==> config.mk <==
export PLATFORM = sky130hd
export DESIGN_NAME = encoder_layer_0_output_dense_bias_sink_flat
export DESIGN_NICKNAME = d
export VERILOG_FILES = /design/src/rtl/encoder_layer_0_output_dense_bias_sink_if.sv /design/src/rtl/encoder_layer_0_output_dense_bias_sink.sv /design/src/flat_wrapper.sv
export SDC_FILE = /design/constraint.sdc
export NUM_CORES = 1
export LEC_CHECK = 0
export ABC_AREA = 1
export CAP_MARGIN = 40
export CELL_PAD_IN_SITES_DETAIL_PLACEMENT = 1
export CELL_PAD_IN_SITES_GLOBAL_PLACEMENT = 1
export CORE_MARGIN = 5
export CORE_UTILIZATION = 30
export DETAILED_ROUTE_END_ITERATION = 7
export DONT_BUFFER_PORTS = 1
export PLACE_DENSITY = 0.55
export SETUP_SLACK_MARGIN = 0.5
export SYNTH_ARGS = -nofsm -noshare
export SYNTH_HDL_FRONTEND = slang
export SYNTH_SLANG_ARGS = --single-unit
==> constraint.sdc <==
create_clock -name clk -period 2.1 [get_ports clk]
set_input_delay 0.42 -clock clk [delete_from_list [all_inputs] [get_ports clk]]
set_output_delay 0.42 -clock clk [all_outputs]
set_load 0.02 [all_outputs]
==> src/rtl/encoder_layer_0_output_dense_bias_sink_if.sv <==
// Bus bundle for the bias sink: beat input handshake, frame control, and the
// ce0-enabled readback port.
interface encoder_layer_0_output_dense_bias_sink_if #(
  parameter int P  = 1,
  parameter int W  = 16,
  parameter int AW = 6
);
  logic [W-1:0]   data_in [P];
  logic           data_in_valid;
  logic           data_in_ready;
  logic           frame_release;
  logic           frame_done;
  logic           frame_full;
  logic [AW-1:0]  beat_count;
  logic [AW-1:0]  address0;
  logic           ce0;
  logic [P*W-1:0] q0;

  modport master (
    output data_in, data_in_valid, frame_release, address0, ce0,
    input  data_in_ready, frame_done, frame_full, beat_count, q0
  );

  modport slave (
    input  data_in, data_in_valid, frame_release, address0, ce0,
    output data_in_ready, frame_done, frame_full, beat_count, q0
  );
endinterface

==> src/rtl/encoder_layer_0_output_dense_bias_sink.sv <==
// Bias frame sink: captures one frame of beats into a RAM, holds it until the
// consumer releases it, and serves a two-stage ce0-gated readback port.
module encoder_layer_0_output_dense_bias_sink #(
  parameter int BIAS_TENSOR_SIZE_DIM_0 = 32,
  parameter int BIAS_PRECISION_0       = 16,
  parameter int BIAS_PARALLELISM_DIM_0 = 1,
  parameter int IN_DEPTH               = BIAS_TENSOR_SIZE_DIM_0 / BIAS_PARALLELISM_DIM_0,
  parameter int ADDR_WIDTH             = $clog2(IN_DEPTH) + 1
) (
  input logic clk,
  input logic rst,
  encoder_layer_0_output_dense_bias_sink_if.slave bus
);
  localparam int W     = BIAS_PRECISION_0;
  localparam int P     = BIAS_PARALLELISM_DIM_0;
  localparam int IDX_W = (IN_DEPTH > 1) ? $clog2(IN_DEPTH) : 1;
  localparam logic [ADDR_WIDTH-1:0] LAST_BEAT = ADDR_WIDTH'(IN_DEPTH - 1);
  localparam logic [ADDR_WIDTH-1:0] DEPTH_A   = ADDR_WIDTH'(IN_DEPTH);

  typedef enum logic [1:0] {IDLE, CAPTURE, HOLD} state_t;

  state_t                state, state_nxt;
  logic [ADDR_WIDTH-1:0] cnt, cnt_nxt;
  logic                  done, done_nxt;
  logic                  accept;
  logic [P*W-1:0]        wr_data, rd_word, rd_s1, rd_s2;
  logic [P*W-1:0]        ram [IN_DEPTH];

  assign accept = bus.data_in_valid && (state == CAPTURE);

  always_comb begin
    state_nxt = state;
    cnt_nxt   = cnt;
    done_nxt  = 1'b0;
    case (state)
      IDLE:    state_nxt = CAPTURE;
      CAPTURE: if (accept) begin
        if (cnt == LAST_BEAT) begin
          cnt_nxt   = '0;
          done_nxt  = 1'b1;
          state_nxt = HOLD;
        end else begin
          cnt_nxt = cnt + 1'b1;
        end
      end
      HOLD:    if (bus.frame_release) state_nxt = CAPTURE;
      default: state_nxt = IDLE;
    endcase
  end

  always_ff @(posedge clk or negedge rst) begin
    if (!rst) begin
      state <= IDLE;
      cnt   <= '0;
      done  <= 1'b0;
    end else begin
      state <= state_nxt;
      cnt   <= cnt_nxt;
      done  <= done_nxt;
    end
  end

  assign bus.data_in_ready = (state == CAPTURE);
  assign bus.frame_full    = (state == HOLD);
  assign bus.frame_done    = done;
  assign bus.beat_count    = cnt;

  // Element j of a beat occupies bits [W*j +: W] of the RAM word.
  for (genvar j = 0; j < P; j++) begin : g_lane
    assign wr_data[W*j +: W] = bus.data_in[j];
  end

  // RAM has no reset; contents survive rst.
  always_ff @(posedge clk) begin
    if (accept) ram[cnt[IDX_W-1:0]] <= wr_data;
  end

  // Out-of-range addresses read as zero; same-edge write is seen next read.
  assign rd_word = (bus.address0 < DEPTH_A) ? ram[bus.address0[IDX_W-1:0]] : '0;

  always_ff @(posedge clk or negedge rst) begin
    if (!rst) begin
      rd_s1 <= '0;
      rd_s2 <= '0;
    end else if (bus.ce0) begin
      rd_s1 <= rd_word;
      rd_s2 <= rd_s1;
    end
  end

  assign bus.q0 = rd_s2;
endmodule

==> src/flat_wrapper.sv <==
// flat-port wrapper written by rule: the top's interface ports become plain ports
module encoder_layer_0_output_dense_bias_sink_flat 
#(
  parameter int BIAS_TENSOR_SIZE_DIM_0 = 32,
  parameter int BIAS_PRECISION_0       = 16,
  parameter int BIAS_PARALLELISM_DIM_0 = 1,
  parameter int IN_DEPTH               = BIAS_TENSOR_SIZE_DIM_0 / BIAS_PARALLELISM_DIM_0,
  parameter int ADDR_WIDTH             = $clog2(IN_DEPTH) + 1
)
  (clk, rst, bus_data_in, bus_data_in_valid, bus_frame_release, bus_address0, bus_ce0, bus_data_in_ready, bus_frame_done, bus_frame_full, bus_beat_count, bus_q0);
  encoder_layer_0_output_dense_bias_sink_if #(.P(1), .W(16), .AW(6)) bus_i ();
  input logic clk;
  input logic rst;
  input wire logic [$bits(bus_i.data_in)-1:0] bus_data_in;
  input wire logic [$bits(bus_i.data_in_valid)-1:0] bus_data_in_valid;
  input wire logic [$bits(bus_i.frame_release)-1:0] bus_frame_release;
  input wire logic [$bits(bus_i.address0)-1:0] bus_address0;
  input wire logic [$bits(bus_i.ce0)-1:0] bus_ce0;
  output wire logic [$bits(bus_i.data_in_ready)-1:0] bus_data_in_ready;
  output wire logic [$bits(bus_i.frame_done)-1:0] bus_frame_done;
  output wire logic [$bits(bus_i.frame_full)-1:0] bus_frame_full;
  output wire logic [$bits(bus_i.beat_count)-1:0] bus_beat_count;
  output wire logic [$bits(bus_i.q0)-1:0] bus_q0;
  assign bus_i.data_in = {>>{bus_data_in}};
  assign bus_i.data_in_valid = bus_data_in_valid;
  assign bus_i.frame_release = bus_frame_release;
  assign bus_i.address0 = bus_address0;
  assign bus_i.ce0 = bus_ce0;
  assign bus_data_in_ready = bus_i.data_in_ready;
  assign bus_frame_done = bus_i.frame_done;
  assign bus_frame_full = bus_i.frame_full;
  assign bus_beat_count = bus_i.beat_count;
  assign bus_q0 = bus_i.q0;
  encoder_layer_0_output_dense_bias_sink #(.BIAS_TENSOR_SIZE_DIM_0(BIAS_TENSOR_SIZE_DIM_0), .BIAS_PRECISION_0(BIAS_PRECISION_0), .BIAS_PARALLELISM_DIM_0(BIAS_PARALLELISM_DIM_0), .IN_DEPTH(IN_DEPTH), .ADDR_WIDTH(ADDR_WIDTH)) u_core (.clk(clk), .rst(rst), .bus(bus_i));
endmodule
==> results.yml, run 1 <==
outcome:
  status: "finished, final reports clean"
cts:
  root_buffer: "clkbuf_16"
  ctsLongestPathBuffers: 3
  cts_tree: "done"
  worstSkewPairLatency_ps: 600
  clock-sinks: 553
  clk_pin_slew_ps: 60
  cts_max_level: 2
  cts-buffers-inserted: 60
logic_synthesis:
  synth_top_area_cell: "edfxtp_1"
  ys_types: 24
  yosysSeqAreaShare_pct: 73.00
  synth-seq-cells: 553
  netlist.area_leader.share_pct: 68.43
  syn_area_um2: 22470
  synth_compound_area_share_pct: 0.2228
  synth_area_leaders: "edfxtp_1 (68%), nand2_1 (12%), nand3_1 (9.8%)"
  postSynthCellCount: 1917
  synth_xor_xnor_area_share_pct: 0.03898
  synthMuxAreaShare_pct: 0
  synth_adder_area_share_pct: 0.2228
  synth_top_family_by_area: "simple AND/OR/NAND/NOR gates"
  yosys.area_share.simple_pct: 22.79
  synth_area_per_cell_um2: 11.72
  synth_nets: 1948
  synth_flop_cell: "edfxtp_1"
  yosys_warnings: 0
  synth_edf_count: 512
  async_flop_share_pct: 7.414
global_routing:
  grt_overflow: 0
  grt_start_max_net_pins: 258
  grt_first_pass_wirelength_um: 100300
  grtUsageTotal_pct: 16.38
  grt_pass1_vias: 15260
  grt_antenna_before_repair: 3
detailed_routing:
  vias: 14600
  postRouteAntennaNets: 0
  viasPerCell: 4.879
  drt-total-wl_um: 67570
  first_iter_violations: 1011
  drt_first_pass_iters: 5
  drc: 0
  route.detailed.wl_per_inst_um: 22.58
place:
  hpwlAfterDp_um: 38200
  portBuffers: 0
  routabilityCongestion: 0.8407
floorplanning:
  design.core.area_um2: 74320
  dieHeight_um: 283.7
  initial_core_util_pct: 30.23
  rows: 100
  die_w_um: 283.7
  io_pins: 52
  dieArea_um2: 80460
power:
  peakVddDrop_uv: 693.4
  power_leakage_nw: 9.751
  power-per-cell-area_nw_per_um2: 986.2
sta:
  min_period_ps: 1771
  fin_setup_tns_ps: 0
  setup_viol: 0
  fmax_mhz: 564.5
  clock_skew_ps: 18.33
  hold_slack_ps: 46.01
  slew_headroom_pct: 50.40
  tightestPinTransition_ps: 744.0
  report.final.slew_viol_count: 0
  finalHoldViolations: 0
  rsz0062_at_grt: "yes"
  timing.final.crit_share_pct: 84.35
final_layout:
  fin_nets: 2003
  fillers: 8029
  drive_above_1_share_pct: 12.67
  area_delta_synth_final_pct: 19.65
  multi_input_area_um2: 5567
  seq_area_um2: 16410
critical_path:
  crit_buf_inv: 3
  crit_arrival_ps: 2080
  path_delay_family: "buffers and inverters"
  critPathMaxFanout: 16
  critPathMaxStageDelay_ps: 490
  critPathKind: "reg2reg"
  cp.required_ps: 2410
  crit_path_start_kind: "flip-flop"
  cp_cell_sequence: "inv_2, ha_1, nand2_2, buf_4, nor2_4, buf_12"
  cp_slowest_cell: "dfrtp_2"
  endpoint_kind: "flip-flop"
worst_hold_path:
  worstHoldPathType: "in2reg"
job:
  cap_violations: 0
-- worst paths after layout --
kind	slack [ps]	from	endpoint	cells past startpoint
max	330	u_core.bus.beat_count[0]	u_core.ram[10][4]	6
min	50	bus_address0[4]	u_core.rd_s1[4]	3
max reg2reg	330	u_core.bus.beat_count[0]	u_core.ram[10][4]	6
min reg2reg	490	u_core.rd_s1[5]	u_core.bus.q0[5]	2
max in group asynchronous	1540	rst	u_core.bus.beat_count[0]	2
min in group asynchronous	340	rst	u_core.bus.q0[10]	2
-- flip-flops by register name (all words and copies together) (netlist names) --
name,cells
u_core.state,2
u_core.bus.beat_count,6
u_core.bus.q0,16
u_core.bus.frame_done,1
u_core.rd_s1,16
u_core.ram,512
-- power breakdown --
group | switching, mW | total (mW) | internal [mW]
Clock | 4.29 | 10.2 | 5.88
Sequential | 0.327 | 13.0 | 12.7
Combinational | 2.16 | 3.31 | 1.15
Total | 6.78 | 26.5 | 19.7
-- cell families (layout without fill, tap and decap cells) --
kind of cell	after synthesis	count (layout)
xor gates and xnor gates	1	1
and+or+nand+nor	1212	1212
DFF	553	553
other	0	2
AOI/OAI and AO/OA	10	10
buffers and inverters	137	241
adders and majority gates	4	4
-- per-layer routing --
layer,global-route usage (%),share of wire (%),vias to the layer above
met4,4.070,2.1,0
li1,-,-,6791
met5,0,0,-
met3,3.028,5.3,85
met2,27.41,48,265
met1,22.15,45,7456
-- stage by stage --
stage / utilization (%) / power, mW / std cells / worst slack [ps] / area [um2]
2_1_floorplan: - / 14.88 / 1917 / 147.8 / 22730
3_3_place_gp: 32.59 / 15.78 / 2838 / 212.7 / 24220
3_5_place_dp: 32.59 / 15.86 / 2838 / 206.5 / 24220
4_1_cts: 36.02 / 26.67 / 2983 / 297.5 / 26770
5_1_grt: 36.16 / 27.55 / 2990 / 277.3 / 26880
6_report: 36.17 / 26.51 / 2992 / 328.6 / 26880
-- cell type report --
class	instances	area share, %
Sequential cell	553	61.04
Multi-Input combinational cell	1227	20.71
Timing Repair Buffer	108	6.358
Clock buffer	72	5.832
Tap cell	969	4.510
Clock inverter	39	1.136
Inverter	22	0.4003
Antenna cell	2	0.01862
-- worst min-delay path, cell delays in order --
cell	delay [ps]
nand3_1	60
nand3_1	70
nand2_1	60
-- cell usage after synthesis (2+ instances only) --
library cell  number
nor2_1            38
o21ai_0            6
buf_6             25
buf_12             2
nor3_1             2
a21oi_1            3
buf_2             61
inv_1             18
dfrtp_1           41
buf_4              6
edfxtp_1         512
nand2_1          729
clkbuf_1          12
buf_1              9
inv_2              3
nand3_1          439
ha_1               4
-- placed cells by master (no fill, tap or decap), drive strengths merged --
master | netlist | layout
nand2 | 729 | 729
edfxtp | 512 | 512
nand3 | 439 | 439
buf | 103 | 103
clkbuf | 12 | 74
dfrtp | 41 | 41
nor2 | 39 | 39
clkinv | 0 | 33
inv | 22 | 20
o21ai | 7 | 7
bufinv | 0 | 5
ha | 4 | 4
clkinvlp | 0 | 3
a21oi | 3 | 3
dlygate4sd3 | 0 | 3
nor3 | 3 | 3
diode | 0 | 2
nor4 | 1 | 1
xor2 | 1 | 1
or2 | 1 | 1
-- timing repair --
item                                    CTS  global route
pin swaps                                 5             4
resized for setup                        33            15
cloned                                    3             1
hold endpoints to repair                571             0
endpoints found under the setup margin  522           523
hold buffers                             20             0
buffers inserted                         11             6
Note: power is estimated with default switching activity, not from simulation.
==> inputs of run 2 (changes only) <==
ABC_AREA = 0   (was 1)
PLACE_DENSITY = 0.53   (was 0.55)
clock period = 1.6 ns   (was 2.1 ns; I/O delays follow)
==> run 2 against run 1 <==
  * The flow now finishes with violations (negative setup slack)
  * Total power rose by 29%
  * Cell area up 0.78%
  * Synthesized area is 3.8% lower
  * First-iteration DRC count decreased by 14%
  * Synthesized cell count is 43% lower
  * Sequential power is 32% higher
  * Global-route usage fell by 1.5 points
==> results.yml, run 2 <==
detailed_routing:
  postRouteAntennaNets: 0
  viasPerCell: 4.915
  route.detailed.wl_per_inst_um: 26.01
  vias: 11020
  drt_first_pass_iters: 7
  drc: 0
  first_iter_violations: 866
  drt-total-wl_um: 58290
sta:
  finalWorstSetupSlack_ps: -426.8
  rsz0062_at_grt: "yes"
  fin_setup_tns_ps: -34080
  tightestPinTransition_ps: 1299
  hold_slack_ps: 19.61
  finalHoldViolations: 0
  slew_headroom_pct: 13.41
  setup_viol: 533
  min_period_ps: 2027
  timing.final.crit_share_pct: 126.7
  report.final.slew_viol_count: 0
  clock_skew_ps: 18.70
  fmax_mhz: 493.4
cts:
  cts_max_level: 2
  cts_tree: "done"
  ctsLongestPathBuffers: 3
  worstSkewPairLatency_ps: 620
  clk_pin_slew_ps: 60
  cts-buffers-inserted: 58
  root_buffer: "clkbuf_16"
  clock-sinks: 553
logic_synthesis:
  async_flop_share_pct: 7.414
  yosys_warnings: 0
  synth_edf_count: 512
  yosysSeqAreaShare_pct: 75.89
  synth.most_common_cell: "edfxtp_1"
  synth_area_leaders: "edfxtp_1 (71%), mux4_2 (6.7%), mux2i_1 (6.1%)"
  postSynthCellCount: 1100
  synth-seq-cells: 553
  syn_area_um2: 21610
  synth_nets: 1131
  ys_types: 42
  synth_flop_cell: "edfxtp_1"
  synth_common_cells: "edfxtp_1 (512), mux2i_1 (132), mux4_2 (64)"
  synth_top_area_cell: "edfxtp_1"
  netlist.area_leader.share_pct: 71.14
  synth_area_per_cell_um2: 19.65
worst_hold_path:
  whs_path_depth: 1
  worstHoldPathType: "in2reg"
  holdCritStartpoint: "bus_data_in[14]"
power:
  peakVddDrop_uv: 685.0
  power_leakage_nw: 9.121
  power-per-cell-area_nw_per_um2: 1265
final_layout:
  fin_nets: 1272
  area_delta_synth_final_pct: 25.35
  stdcell_count: 2241
  largest_reg_flops: 512
  drive_above_1_share_pct: 32.56
  final_area_um2: 27090
  fillers: 6869
  layout_commonest_cell: "edfxtp_1"
  final_cell_mix: "edfxtp_1 (512), mux2i_1 (132), buf_12 (67), mux4_2 (64), clkbuf_16 (61)"
global_routing:
  grt_start_max_net_pins: 193
  grt_pass1_vias: 11980
  grt_first_pass_wirelength_um: 85150
  grt_antenna_before_repair: 6
  grt_overflow: 0
  grtUsageTotal_pct: 14.88
floorplanning:
  dieArea_um2: 77510
  io_pins: 52
  die_w_um: 278.4
  design.core.area_um2: 71490
  rows: 98
  dieHeight_um: 278.4
  initial_core_util_pct: 30.23
critical_path:
  crit_arrival_ps: 2510
  rr_startpoint: "u_core.ram[15][10]"
  cp.required_ps: 2080
  critPathMaxFanout: 192
  crit_path_start_kind: "input pin"
  endpoint_kind: "flip-flop"
  critPathKind: "in2reg"
  setup.worst_path.start: "bus_address0[0]"
  r2r_cells: 4
place:
  place_area_um2: 24120
  dpl.cell_count: 2090
  hpwlAfterDp_um: 32960
  routabilityCongestion: 0.7447
  portBuffers: 0
outcome:
  violations: "negative setup slack"
  status: "complete, but fails checks"
job:
  cap_violations: 0
==> run 2: repair_timing <==
item                                   4_1_cts  5_1_grt
endpoints found under the hold margin      588        0
hold buffers                                38        0
resized for setup                           69       17
gates cloned                                 1        0
setup buffers                                2        0
setup endpoints to repair                  562      562
pin swaps                                   14        7
==> run 2: logic make-up after synthesis <==
family,synth area share [%]
AOI/OAI and AO/OA,4.649
xor gates and xnor gates,0.08107
adders and majority gates,0.2316
buffers and inverters,2.096
DFF,75.89
muxes,15.20
and+or+nand+nor,1.858
==> run 2: worst paths after layout <==
path	endpoint	slack (ps)
min in group asynchronous	u_core.bus.beat_count[1]	190
hold / removal	u_core.ram[27][14]	20
max in group asynchronous	u_core.bus.q0[4]	1130
setup / recovery	u_core.rd_s1[3]	-430
setup reg to reg	u_core.rd_s1[10]	-130
hold reg to reg	u_core.bus.q0[6]	520
==> run 2: layout make-up <==
type,count,area [um2],area share (%)
Inverter,20,75.07,0.2771
Multi-Input combinational cell,463,5514,20.35
Clock buffer,88,1738,6.415
Clock inverter,21,128.9,0.4757
Timing Repair Buffer,145,2036,7.514
Sequential cell,553,16410,60.57
Antenna cell,1,2.502,0.009237
Tap cell,950,1189,4.388
==> run 2: per-layer routing <==
metal / share of wire [%] / up-vias / global-route usage (%)
met4: 1.4 / 0 / 2.777
li1: - / 4786 / -
met2: 46 / 237 / 23.52
met1: 46 / 5929 / 21.28
met5: 0 / - / 0
met3: 5.7 / 63 / 3.548
==> run 2: power breakdown <==
part	total (mW)	switching [mW]	internal, mW
combinational	4.00	2.24	1.76
sequential	17.2	0.483	16.7
clock	13.1	5.51	7.61
total	34.3	8.24	26.0
==> run 2: per-stage QoR <==
stage,utilization [%],setup slack (ps),power [mW]
floorplan,-,-263.3,19.47
global placement,33.74,-560.2,20.68
detailed placement,33.74,-574.6,20.76
CTS,37.73,-156.8,34.68
global route,37.89,-206.8,35.62
finish,37.90,-426.8,34.28
==> run 2: worst max-delay path, stage by stage <==
cell and delay, ps:
mux4_2 870, mux2_2 320, o221ai_1 280, o22ai_1 130
==> inputs of run 3 (changes only) <==
CORE_UTILIZATION = 25   (was 30)
PLACE_DENSITY = 0.46   (was 0.53)
==> run 3 against run 2 <==
  * The flow still finishes with violations (negative setup slack)
  * First-iteration DRC count fell by 3.1%
  * Clock skew increased by 24 ps
  * Critical path depth rose by 1
  * Flip-flop and latch count unchanged
  * Worst setup slack better by 280 ps
  * Largest cell class unchanged
==> results.yml, run 3 (synthesis results as in run 2) <==
outcome:
  status: "complete, but fails checks"
  violations: "negative setup slack"
cts:
  worstSkewPairLatency_ps: 640
  ctsLongestPathBuffers: 3
  cts_tree: "done"
  root_buffer: "clkbuf_16"
  clock-sinks: 553
  cts-buffers-inserted: 61
  clk_pin_slew_ps: 60
  cts_max_level: 2
worst_hold_path:
  holdCritStartpoint: "bus_address0[3]"
  whs_path_depth: 2
  worstHoldPathType: "in2reg"
  holdPathEnd: "u_core.rd_s1[14]"
global_routing:
  grt_start_max_net_pins: 193
  grt_first_pass_wirelength_um: 87930
  grtUsageTotal_pct: 12.95
  grt_pass1_vias: 11930
  grt_overflow: 0
  grt_antenna_before_repair: 4
detailed_routing:
  route.detailed.wl_per_inst_um: 25.26
  drc: 0
  viasPerCell: 4.538
  drt_first_pass_iters: 4
  drt-total-wl_um: 61600
  first_iter_violations: 839
  vias: 11070
  postRouteAntennaNets: 0
floorplanning:
  die_w_um: 304.0
  initial_core_util_pct: 25.26
  dieArea_um2: 92430
  design.core.area_um2: 85550
  rows: 107
  io_pins: 52
  dieHeight_um: 304.0
power:
  power_mw: 35.33
  power-per-cell-area_nw_per_um2: 1290
  p_sw_mw: 8.585
  p_comb_share_pct: 11.2
  seqPwrFrac_pct: 48.5
  p_int_mw: 26.74
  clockPowerShare_pct: 40.2
  swShare_pct: 24.30
  peakVddDrop_uv: 842.1
  power_leakage_nw: 9.091
critical_path:
  critPathMaxFanout: 1
  critPathMaxStageDelay_ps: 470
  critPathKind: "reg2reg"
  cp_cell_sequence: "mux4_2, mux2_4, a221oi_2, buf_4, o22ai_2"
  crit_path_start_kind: "flip-flop"
  r2r_cells: 5
  path_delay_family: "multiplexers"
  endpoint_kind: "flip-flop"
  reg2reg_setup_slack_ps: -150
  rr_startpoint: "u_core.ram[8][7]"
  worst_r2r_endpoint: "u_core.rd_s1[7]"
  cp.required_ps: 2100
  crit_buf_inv: 1
  cp_slowest_cell: "mux4_2"
  crit_arrival_ps: 2240
sta:
  timing.final.crit_share_pct: 109.3
  finalWorstSetupSlack_ps: -149.0
  fmax_mhz: 571.8
  setup_viol: 532
  rsz0062_at_grt: "yes"
  slew_headroom_pct: 62.02
  hold_slack_ps: 48.43
  fin_setup_tns_ps: -43100
  min_period_ps: 1749
  tightestPinTransition_ps: 569.7
  clock_skew_ps: 43.00
  report.final.slew_viol_count: 0
  finalHoldViolations: 0
final_layout:
  final_cell_mix: "edfxtp_1 (512), mux2i_1 (130), clkbuf_16 (65), mux4_2 (64), buf_12 (60)"
  largest_reg_flops: 512
  drive_above_1_share_pct: 32.28
  area_delta_synth_final_pct: 26.68
  fillers: 8540
  fin_nets: 1271
  layout_commonest_cell: "edfxtp_1"
job:
  cap_violations: 0
place:
  portBuffers: 0
  hpwlAfterDp_um: 34620
  routabilityCongestion: 0.7106
[run 3: metal layers]
layer,global-route usage [%],vias to the layer above,part of all wire (%)
li1,-,4770,-
met1,18.81,5995,48
met2,20.20,214,45
met3,2.485,86,4.6
met4,3.005,4,1.9
met5,0,-,0.044
[run 3: worst max-delay path by stage]
| stage | slack (ps) | to | cells after the start | startpoint |
|---|---|---|---|---|
| floorplan | -260 | u_core.rd_s1[10] | 7 | bus_address0[0] |
| global placement | -390 | u_core.rd_s1[3] | 4 | bus_address0[0] |
| detailed placement | -380 | u_core.rd_s1[3] | 4 | bus_address0[0] |
| CTS | -160 | bus_data_in_ready | 3 | u_core.state[1] |
| global route | -220 | u_core.ram[3][8] | 7 | u_core.state[1] |
| finish | -150 | u_core.rd_s1[7] | 5 | u_core.ram[8][7] |
[run 3: timing repair]
item	4_1_cts	5_1_grt
buffers inserted	2	2
gates resized for setup	71	10
hold endpoints to repair	588	1
pin swaps	12	4
gates cloned	0	1
hold buffers	42	1
endpoints found under the setup margin	562	562
[run 3: stage by stage]
stage | worst slack (ps) | cells | util, % | instance area, um2
after floorplan | -263.3 | 1100 | - | 22010
after global placement | -392.4 | 2273 | 28.28 | 24200
after detailed placement | -384.8 | 2273 | 28.28 | 24200
after CTS | -163.5 | 2432 | 31.89 | 27280
after global routing | -221.4 | 2436 | 32.00 | 27370
final | -149.0 | 2439 | 32.00 | 27380
[run 3: cell type report]
type	count	area [um2]	share of cell area, %
diodes	3	7.507	0.02742
clock buffers	89	1815	6.631
clock inverters	26	246.5	0.9003
inverters	20	75.07	0.2742
multi-input cells	463	5443	19.88
flip-flops and latches	553	16410	59.93
well taps	1144	1431	5.228
repair buffers	141	1953	7.134
[run 3: power groups by stage]
stage | registers [mW] | logic, mW | clock network [mW]
floorplan | 17.3 | 2.13 | 0
global placement | 17.4 | 3.28 | 0
detailed placement | 17.5 | 3.31 | 0
CTS | 17.2 | 3.99 | 14.6
global route | 17.2 | 4.24 | 15.3
finish | 17.1 | 3.97 | 14.2
